<file path="src/rtl/instr_fetcher.sv">
// instr_fetcher: fetch PC and request FSM, next-PC prediction and a decode FIFO.
// Define IF_STATIC_JAL_EN to redirect JAL statically instead of waiting for a ROB flush.
module instr_fetcher #(
    parameter int          QUEUE_DEPTH = 4,
    parameter logic [31:0] RESET_PC    = 32'h0
) (
    input  logic        clk_in,
    input  logic        rst_n_in,
    input  logic        rdy_in,
    output logic        if_to_ic_valid,
    output logic [31:0] if_to_ic_PC,
    input  logic        ic_to_if_ready,
    input  logic [31:0] ic_to_if_inst,
    output logic [31:0] if_to_pr_PC,
    input  logic        pr_to_if_prediction,
    output logic        if_to_dec_valid,
    output logic [31:0] if_to_dec_inst,
    output logic [31:0] if_to_dec_PC,
    output logic        if_to_dec_pred,
    input  logic        dec_to_if_ready,
    input  logic        rob_to_if_flush,
    input  logic [31:0] rob_to_if_target
);
    localparam int AW = $clog2(QUEUE_DEPTH);
    localparam logic [AW:0] FULL = (AW+1)'(QUEUE_DEPTH);

    typedef enum logic [1:0] {IDLE, WAIT, DISCARD} state_t;

    state_t        r_state, w_next_state;
    logic [31:0]   r_pc, w_next_pc;
    logic          w_next_pred;
    logic [31:0]   r_q_inst [QUEUE_DEPTH];
    logic [31:0]   r_q_pc   [QUEUE_DEPTH];
    logic [QUEUE_DEPTH-1:0] r_q_pred;
    logic [AW-1:0] r_head, r_tail;
    logic [AW:0]   r_count;
    logic          w_flush, w_push, w_pop;
    logic [6:0]    w_opcode;
    logic [31:0]   w_imm_b;

    assign w_flush  = rdy_in && rob_to_if_flush;
    assign w_push   = rdy_in && ic_to_if_ready && r_state == WAIT;
    assign w_pop    = rdy_in && dec_to_if_ready && r_count != '0;
    assign w_opcode = ic_to_if_inst[6:0];
    assign w_imm_b  = {{20{ic_to_if_inst[31]}}, ic_to_if_inst[7], ic_to_if_inst[30:25],
                       ic_to_if_inst[11:8], 1'b0};
`ifdef IF_STATIC_JAL_EN
    logic [31:0] w_imm_j;
    assign w_imm_j  = {{12{ic_to_if_inst[31]}}, ic_to_if_inst[19:12], ic_to_if_inst[20],
                       ic_to_if_inst[30:21], 1'b0};
`endif

    always_comb begin
        w_next_pc   = r_pc + 32'd4;
        w_next_pred = 1'b0;
        if (w_opcode == 7'b1100011 && pr_to_if_prediction) begin
            w_next_pc   = r_pc + w_imm_b;
            w_next_pred = 1'b1;
        end
`ifdef IF_STATIC_JAL_EN
        if (w_opcode == 7'b1101111) begin
            w_next_pc   = r_pc + w_imm_j;
            w_next_pred = 1'b1;
        end
`endif
    end

    // An outstanding request cannot be cancelled, so a flush while waiting parks in DISCARD.
    always_comb begin
        w_next_state = r_state;
        if (rdy_in) begin
            if (r_state == IDLE)
                w_next_state = (!rob_to_if_flush && r_count < FULL) ? WAIT : IDLE;
            else if (ic_to_if_ready)
                w_next_state = IDLE;
            else if (r_state == WAIT && rob_to_if_flush)
                w_next_state = DISCARD;
        end
    end

    always_ff @(posedge clk_in or negedge rst_n_in) begin
        if (!rst_n_in) r_state <= IDLE;
        else           r_state <= w_next_state;
    end

    always_ff @(posedge clk_in or negedge rst_n_in) begin
        if (!rst_n_in) begin
            r_pc     <= RESET_PC;
            r_head   <= '0;
            r_tail   <= '0;
            r_count  <= '0;
            r_q_pred <= '0;
            for (int i = 0; i < QUEUE_DEPTH; i++) begin
                r_q_inst[i] <= '0;
                r_q_pc[i]   <= '0;
            end
        end else if (w_flush) begin
            r_pc    <= rob_to_if_target;
            r_head  <= '0;
            r_tail  <= '0;
            r_count <= '0;
        end else begin
            if (w_push) begin
                r_q_inst[r_tail] <= ic_to_if_inst;
                r_q_pc[r_tail]   <= r_pc;
                r_q_pred[r_tail] <= w_next_pred;
                r_tail           <= r_tail + AW'(1);
                r_pc             <= w_next_pc;
            end
            if (w_pop)
                r_head <= r_head + AW'(1);
            if (w_push != w_pop)
                r_count <= w_push ? r_count + (AW+1)'(1) : r_count - (AW+1)'(1);
        end
    end

    assign if_to_ic_valid  = r_state != IDLE;
    assign if_to_ic_PC     = r_pc;
    assign if_to_pr_PC     = r_pc;
    assign if_to_dec_valid = r_count != '0;
    assign if_to_dec_inst  = r_q_inst[r_head];
    assign if_to_dec_PC    = r_q_pc[r_head];
    assign if_to_dec_pred  = r_q_pred[r_head];
endmodule

</file>
<file path="config.mk">
export PLATFORM = sky130hd
export DESIGN_NAME = instr_fetcher
export DESIGN_NICKNAME = d
export VERILOG_FILES = /design/src/rtl/instr_fetcher.sv
export SDC_FILE = /design/constraint.sdc
export NUM_CORES = 1
export LEC_CHECK = 0
export BUFFER_PORTS_ARGS = -buffer_cell sky130_fd_sc_hd__buf_4
export CORE_ASPECT_RATIO = 1.2
export CORE_MARGIN = 8
export CORE_UTILIZATION = 30
export CTS_BUF_LIST = sky130_fd_sc_hd__clkbuf_4 sky130_fd_sc_hd__clkbuf_8
export CTS_CLUSTER_DIAMETER = 50
export DETAILED_ROUTE_END_ITERATION = 10
export HOLD_SLACK_MARGIN = 0.03
export PLACE_DENSITY = 0.43
export SYNTH_ARGS = -nofsm -noshare
export SYNTH_HDL_FRONTEND = slang
export SYNTH_SLANG_ARGS = --single-unit
</file>
<file path="constraint.sdc">
create_clock -name clk_in -period 5.35 [get_ports clk_in]
set_input_delay 0 -clock clk_in [delete_from_list [all_inputs] [get_ports clk_in]]
set_output_delay 0 -clock clk_in [all_outputs]
set_load 0.05 [all_outputs]
</file>
# == Word-level counts from Yosys, hierarchy flattened ==
# Cells that the tools add are included.
# totals
out_inout_bits,131
inputBits,71
register_bits,301
word_cells,83
# op_classes
bitwise,3
eq_ne,3
reduce_logical,20
add_sub_neg,6
muxes,30
magnitude_cmp,7
# ops
cell,count
bitwise mux 128 bit,2
2-to-1 mux 32 bit,8
binary-select mux 32 bit (select 2 bit),2
demux 32 bit (select 2 bit),1
adder 32 x 3 -> 32 bit (second input constant),1
adder 32 bit,1
2-to-1 mux 2 bit,7
logical AND 1 bit,10
2-to-1 mux 3 bit,3
nonzero test 2 bit,4
equality test 7 bit (second input constant),1
>= comparator 3 bit (second input constant),2
less-than comparator 2 x 3 -> 1 bit (second input constant),2
inverter 2 -> 3 bit,2
nonzero test 3 bit,2
adder 2 x 1 -> 2 bit (second input constant),2
bitwise mux 4 bit,1
2-to-1 mux 1 bit,4
AND reduction 2 bit,2
adder 3 x 1 -> 3 bit (second input constant),1
less-than comparator 3 x 1 -> 1 bit (second input constant),1
less-than comparator 3 bit (second input constant),1
subtractor 3 x 1 -> 3 bit (second input constant),1
binary-select mux 1 bit (select 2 bit),1
7 further kinds,7

# == Longest topological paths before layout ==
# depth
word_depth,6
ltp_mapped,10

# == Worst setup path before layout ==
# Ideal clock, no wire load.
# synth_timing
path_kind,flip-flop to flip-flop
start,register r_pc[2] (netlist: if_to_ic_PC[2])
end,register r_pc[23] (netlist: if_to_ic_PC[23])
setup_slack_ps,2507
n_path_buf,0
required_time_ps,5281
path_stages_with_launch,10
t_arrival_ps,2773
period_less_slack_ps,2843
cell_sequence,dfrtp_1 > inv_1 > fa_1 > nand2b_1 > a21o_1 > a21oi_1 > o211ai_1 > a211o_1 > a211o_1 > nand3b_1
# synth_via
elab_chain_len,4
# synth_rtl
element,line,rtl
start: declaration,30,"logic [31:0] r_pc, w_next_pc;"
start signal: assignment,98,r_pc <= rob_to_if_target;
start signal: assignment,108,r_pc <= w_next_pc;
adder 32 x 3 -> 32 bit / adder 32 bit (equally long branches),"54, 57",
2-to-1 mux 32 bit *,56,if (w_opcode == 7'b1100011 && pr_to_if_prediction) begin
2-to-1 mux 32 bit *,103,if (w_push) begin
2-to-1 mux 32 bit *,97,end else if (w_flush) begin
# Every way passes the cells marked *; elsewhere a longest branch is shown, timed or not. The select of a mux whose other input is x is not followed.
# A chain may end at the register's enable or synchronous reset.

# == Worst setup path after layout ==
# layout_timing
start,register r_state[0]
end,register r_pc[6] (netlist: if_to_ic_PC[6])
# layout_via
elab_chain_len,3
# layout_rtl
element,line,rtl
start: declaration,29,"state_t r_state, w_next_state;"
start signal: assignment,83,else r_state <= w_next_state;
equality test 2 x 1 -> 1 bit,42,assign w_push = rdy_in && ic_to_if_ready && r_state == WAIT;
logical AND 1 bit,42,
nonzero test 2 bit (no source line),--,
# No other way between the ends.

==> reports/metrics.csv <==
stage,metric,value,unit
logic_synthesis,post-synthesis cell type count,72,
sta,Tmin final,3.62,ns
sta,Final period util,67.7,%
logic_synthesis,"EDFF count, synth",0,
logic_synthesis,Mapped Nets,1414,
cts,TritonCTS Buffers,56,
sta,Max Slew Vio Count,0,
worst_setup_path,Worst Path Arrival,4.19,ns
worst_setup_path,r2r startpoint,r_state[0],
min_path,Hold Crit Class,primary input to asynchronous set/reset pin,
worst_setup_path,CP required,5.92,ns
grt,largest net degree at the start of global routing,124,
job,Max-Cap Viols,0,
floorplan,Die Ht,269,um
logic_synthesis,leading area contributor after synthesis,dfrtp_1,
sta,slew margin rel.,17.6,%
pwr,Clock Power Share,23.5,%
cts,Clock Tree Buf Depth,3,
pwr,Max rail drop VDD,0.230,mV
worst_setup_path,Crit Path Category,register to register,
floorplan,Rows,92,
grt,GRT overflow,0,
grt,GR Util met3,2.68,%
place,placed inst area,0.0179,sq mm
layout,final net count,1651,
detailed_routing,routed len/inst,22.3,um
detailed_routing,DR pass1 iterations,5,
detailed_routing,Final ANT Viol Nets,0,
layout,layout cells sized above 1,40.9,%
worst_setup_path,CP Capture Type,register,
logic_synthesis,average size of a mapped cell,12.2,sq um
cts,clock slew at reported path FFs,0.06,ns
logic_synthesis,"FFs w/ async S/R, synth",100,%
grt,initial antenna violation count,1,
place,port bufs,201,
pwr,Internal Power,6000,uW
floorplan,IO Pins,202,
logic_synthesis,Gate Count Post-Synth,1306,
pwr,Net Sw Power,4330,uW
sta,skew final,0.0335,ns
sta,setup TNS,0,ns
place,dpl hpwl,33700,um
detailed_routing,DRC viols,0,
layout,final instance area,0.0200,sq mm
floorplan,area of the core,0.0526,sq mm
logic_synthesis,Main synth FF type,dfrtp_1,
pwr,Switching Share,42.0,%
pwr,leak pwr,0.00920,uW
cts,H-tree depth,2,
pwr,Sequential Power Share,31.8,%
detailed_routing,drt initial violations,751,
cts,Resize count post-CTS,0,
place,Final Wtd Congestion,0.826,
pwr,PD cells,516,mW/mm^2
worst_setup_path,peak fanout along the critical path,21,
grt,vias in the first global route,12400,
grt,global routing's busiest layer,met2,
logic_synthesis,Synth Cell Area,0.0160,sq mm
cts,worst skew pair latency,0.63,ns
worst_setup_path,crit path launch,r_state[0],
floorplan,DIE WIDTH,227,um
sta,final hold violation count,0,
cts,CTS tree,built,
cts,root buf cell,clkbuf_8,
cts,clock sink count,301,
logic_synthesis,Yosys top cell area share,47.1,%
logic_synthesis,sequential fraction of the synthesis area,47.1,%
floorplan,Initial Util,30.4,%
outcome,status,"finished, final reports clean",
sta,Worst-Margin Slew,1.23,ns
worst_setup_path,crit start category,register,
grt,gr usage total,16.8,%
detailed_routing,WL final,51100,um
layout,Syn-to-layout area delta,25.4,%
floorplan,Die Area,0.0609,sq mm
pwr,Combinational Power Share,44.7,%
sta,RSZ-0062 raised after global routing,no,
grt,grt met2 use,28.3,%
sta,Max Freq,276,MHz
detailed_routing,vias post-DR,11700,
grt,grt met1 use,22.4,%
detailed_routing,DR vias/cell,5.10,
grt,first-pass GRT wire length,78500,um
logic_synthesis,"flops & latches, synth",301,
logic_synthesis,Ys Warns,0,
logic_synthesis,"top cells by area, synth","dfrtp_1 (47%), mux2_2 (17%), mux4_2 (9.2%)",
sta,Final setup viols,0,
-- cell usage after synthesis, types with 3 or more instances --
cell type,instances
and2_1,4
o211ai_1,7
nor2_1,52
mux2i_1,3
xor2_1,14
dfrtp_1,301
nor3_1,15
buf_1,19
a21oi_1,54
buf_4,34
a31oi_1,15
nand4b_1,3
ha_1,35
o21ai_1,3
nand4_1,18
mux2_2,245
nand2b_1,4
a211o_1,6
nor2b_1,5
clkbuf_1,33
a221oi_1,9
nor4_1,3
nand3_1,33
and3_2,3
mux4_2,65
a21o_1,12
o21ai_0,78
and3_1,6
a221o_1,4
inv_1,17
o31ai_1,4
o21bai_1,4
or3_1,7
or2_2,4
and4_1,5
buf_2,36
a22oi_1,3
o21a_1,6
a211oi_1,5
nand2_1,71
nand3b_1,3
xnor2_1,19
-- final timing paths --
| check | end | slack (ns) | cells past startpoint |
|---|---|---|---|
| hold reg to reg | r_q_pc[98] | 0.48 | 2 |
| setup / recovery | if_to_ic_PC[6] | 1.73 | 7 |
| min in group clk_in | if_to_ic_PC[16] | 0.16 | 3 |
| hold / removal | r_q_inst[84] | 0.05 | 2 |
| setup reg to reg | if_to_ic_PC[6] | 1.73 | 7 |
| max in group asynchronous | r_head[1] | 4.10 | 3 |
-- critical path: stages (launching register included) --
cell and delay, ns:
dfrtp_1 0.42, nand4b_1 0.10, buf_4 0.30, clkinv_1 0.67
nor2_1 1.19, a22oi_1 0.15, o21ai_0 0.15, dlygate4sd3_1 0.57
-- routing by layer --
metal | wire length (um) | vias up | share of wire, %
li1 | - | 5330 | -
met1 | 22900 | 5967 | 45
met2 | 24800 | 310 | 48
met3 | 2320 | 84 | 4.5
met4 | 1140 | 0 | 2.2
met5 | 0 | - | 0
-- power by group through the flow --
stage                     Clock, uW  Sequential, uW  Combinational (uW)
after floorplan                   0            3200                3350
after global placement            0            3320                4600
after detailed placement          0            3340                4620
after CTS                      2550            3300                4700
after global routing           2640            3380                4900
final                          2430            3280                4620
-- timing repair --
item / CTS / global route
hold buffers: 87 / 0
setup endpoints to repair: 0 / 0
setup buffers: 0 / 0
endpoints found under the hold margin: 293 / 0
-- sequential cells by signal, indices dropped and copies added (netlist names) --
| name | cells |
|---|---|
| r_q_pred | 4 |
| if_to_ic_PC | 32 |
| r_count | 3 |
| r_state | 2 |
| r_tail | 2 |
| r_q_inst | 128 |
| r_q_pc | 128 |
| r_head | 2 |
-- metrics by stage --
step           hold slack, ns  setup slack (ns)  instances  total power [uW]  util, %
2_1_floorplan          -0.296              2.51       1306              6550        -
3_3_place_gp            0.198              2.08       2103              7920     34.1
3_5_place_dp            0.199              2.07       2103              7960     34.1
4_1_cts                0.0741              1.77       2292             10500     38.1
5_1_grt                0.0901              1.62       2293             10900     38.1
6_report               0.0540              1.73       2293             10300     38.1
-- layout by cell type, fill, tap and decap left out, types with 5 or more instances in the layout --
cell / netlist / routed
ha_1: 35 / 35
a31oi_1: 15 / 15
xor2_1: 14 / 14
clkbuf_8: 0 / 76
nand2_4: 1 / 5
and4_1: 5 / 5
buf_4: 34 / 213
a21oi_1: 54 / 54
nor2_1: 52 / 52
nand4_1: 18 / 18
xnor2_1: 19 / 19
o21a_1: 6 / 6
dfrtp_1: 301 / 299
o211ai_1: 7 / 7
dlygate4sd3_1: 0 / 87
clkbuf_4: 0 / 13
nor3_1: 15 / 15
nor2b_1: 5 / 5
nand3_1: 33 / 33
mux4_2: 65 / 65
clkinv_2: 0 / 8
a211o_1: 6 / 6
o21ai_0: 78 / 78
nand2_1: 71 / 67
a221oi_1: 9 / 9
a21o_1: 12 / 12
and3_1: 6 / 6
inv_1: 17 / 17
or3_1: 7 / 7
a211oi_1: 5 / 5
mux2_2: 245 / 245
-- layout make-up --
class | count | area, sq um
fillers | 5148 | 32600
multi-input cells | 863 | 7770
flip-flops and latches | 301 | 7540
repair buffers | 303 | 2520
clock buffers | 89 | 1140
well taps | 705 | 882
clock inverters | 13 | 104
inverters | 18 | 67.6
diodes | 1 | 2.50
-- cells by family (layout without fill, tap and decap cells) --
| logic type | Yosys count | after routing | share of synthesized area (%) |
|---|---|---|---|
| AO/OA/AOI/OAI | 236 | 236 | 9.32 |
| flip-flops | 301 | 301 | 47.1 |
| AND/OR/NAND/NOR | 244 | 244 | 7.66 |
| buffers and inverters | 142 | 423 | 4.47 |
| XOR/XNOR | 33 | 33 | 1.81 |
| adder cells (fa/ha/maj) | 37 | 37 | 2.99 |
| multiplexers | 313 | 313 | 26.6 |
| other | 0 | 1 | 0 |
(Power assumes the default switching activity.)
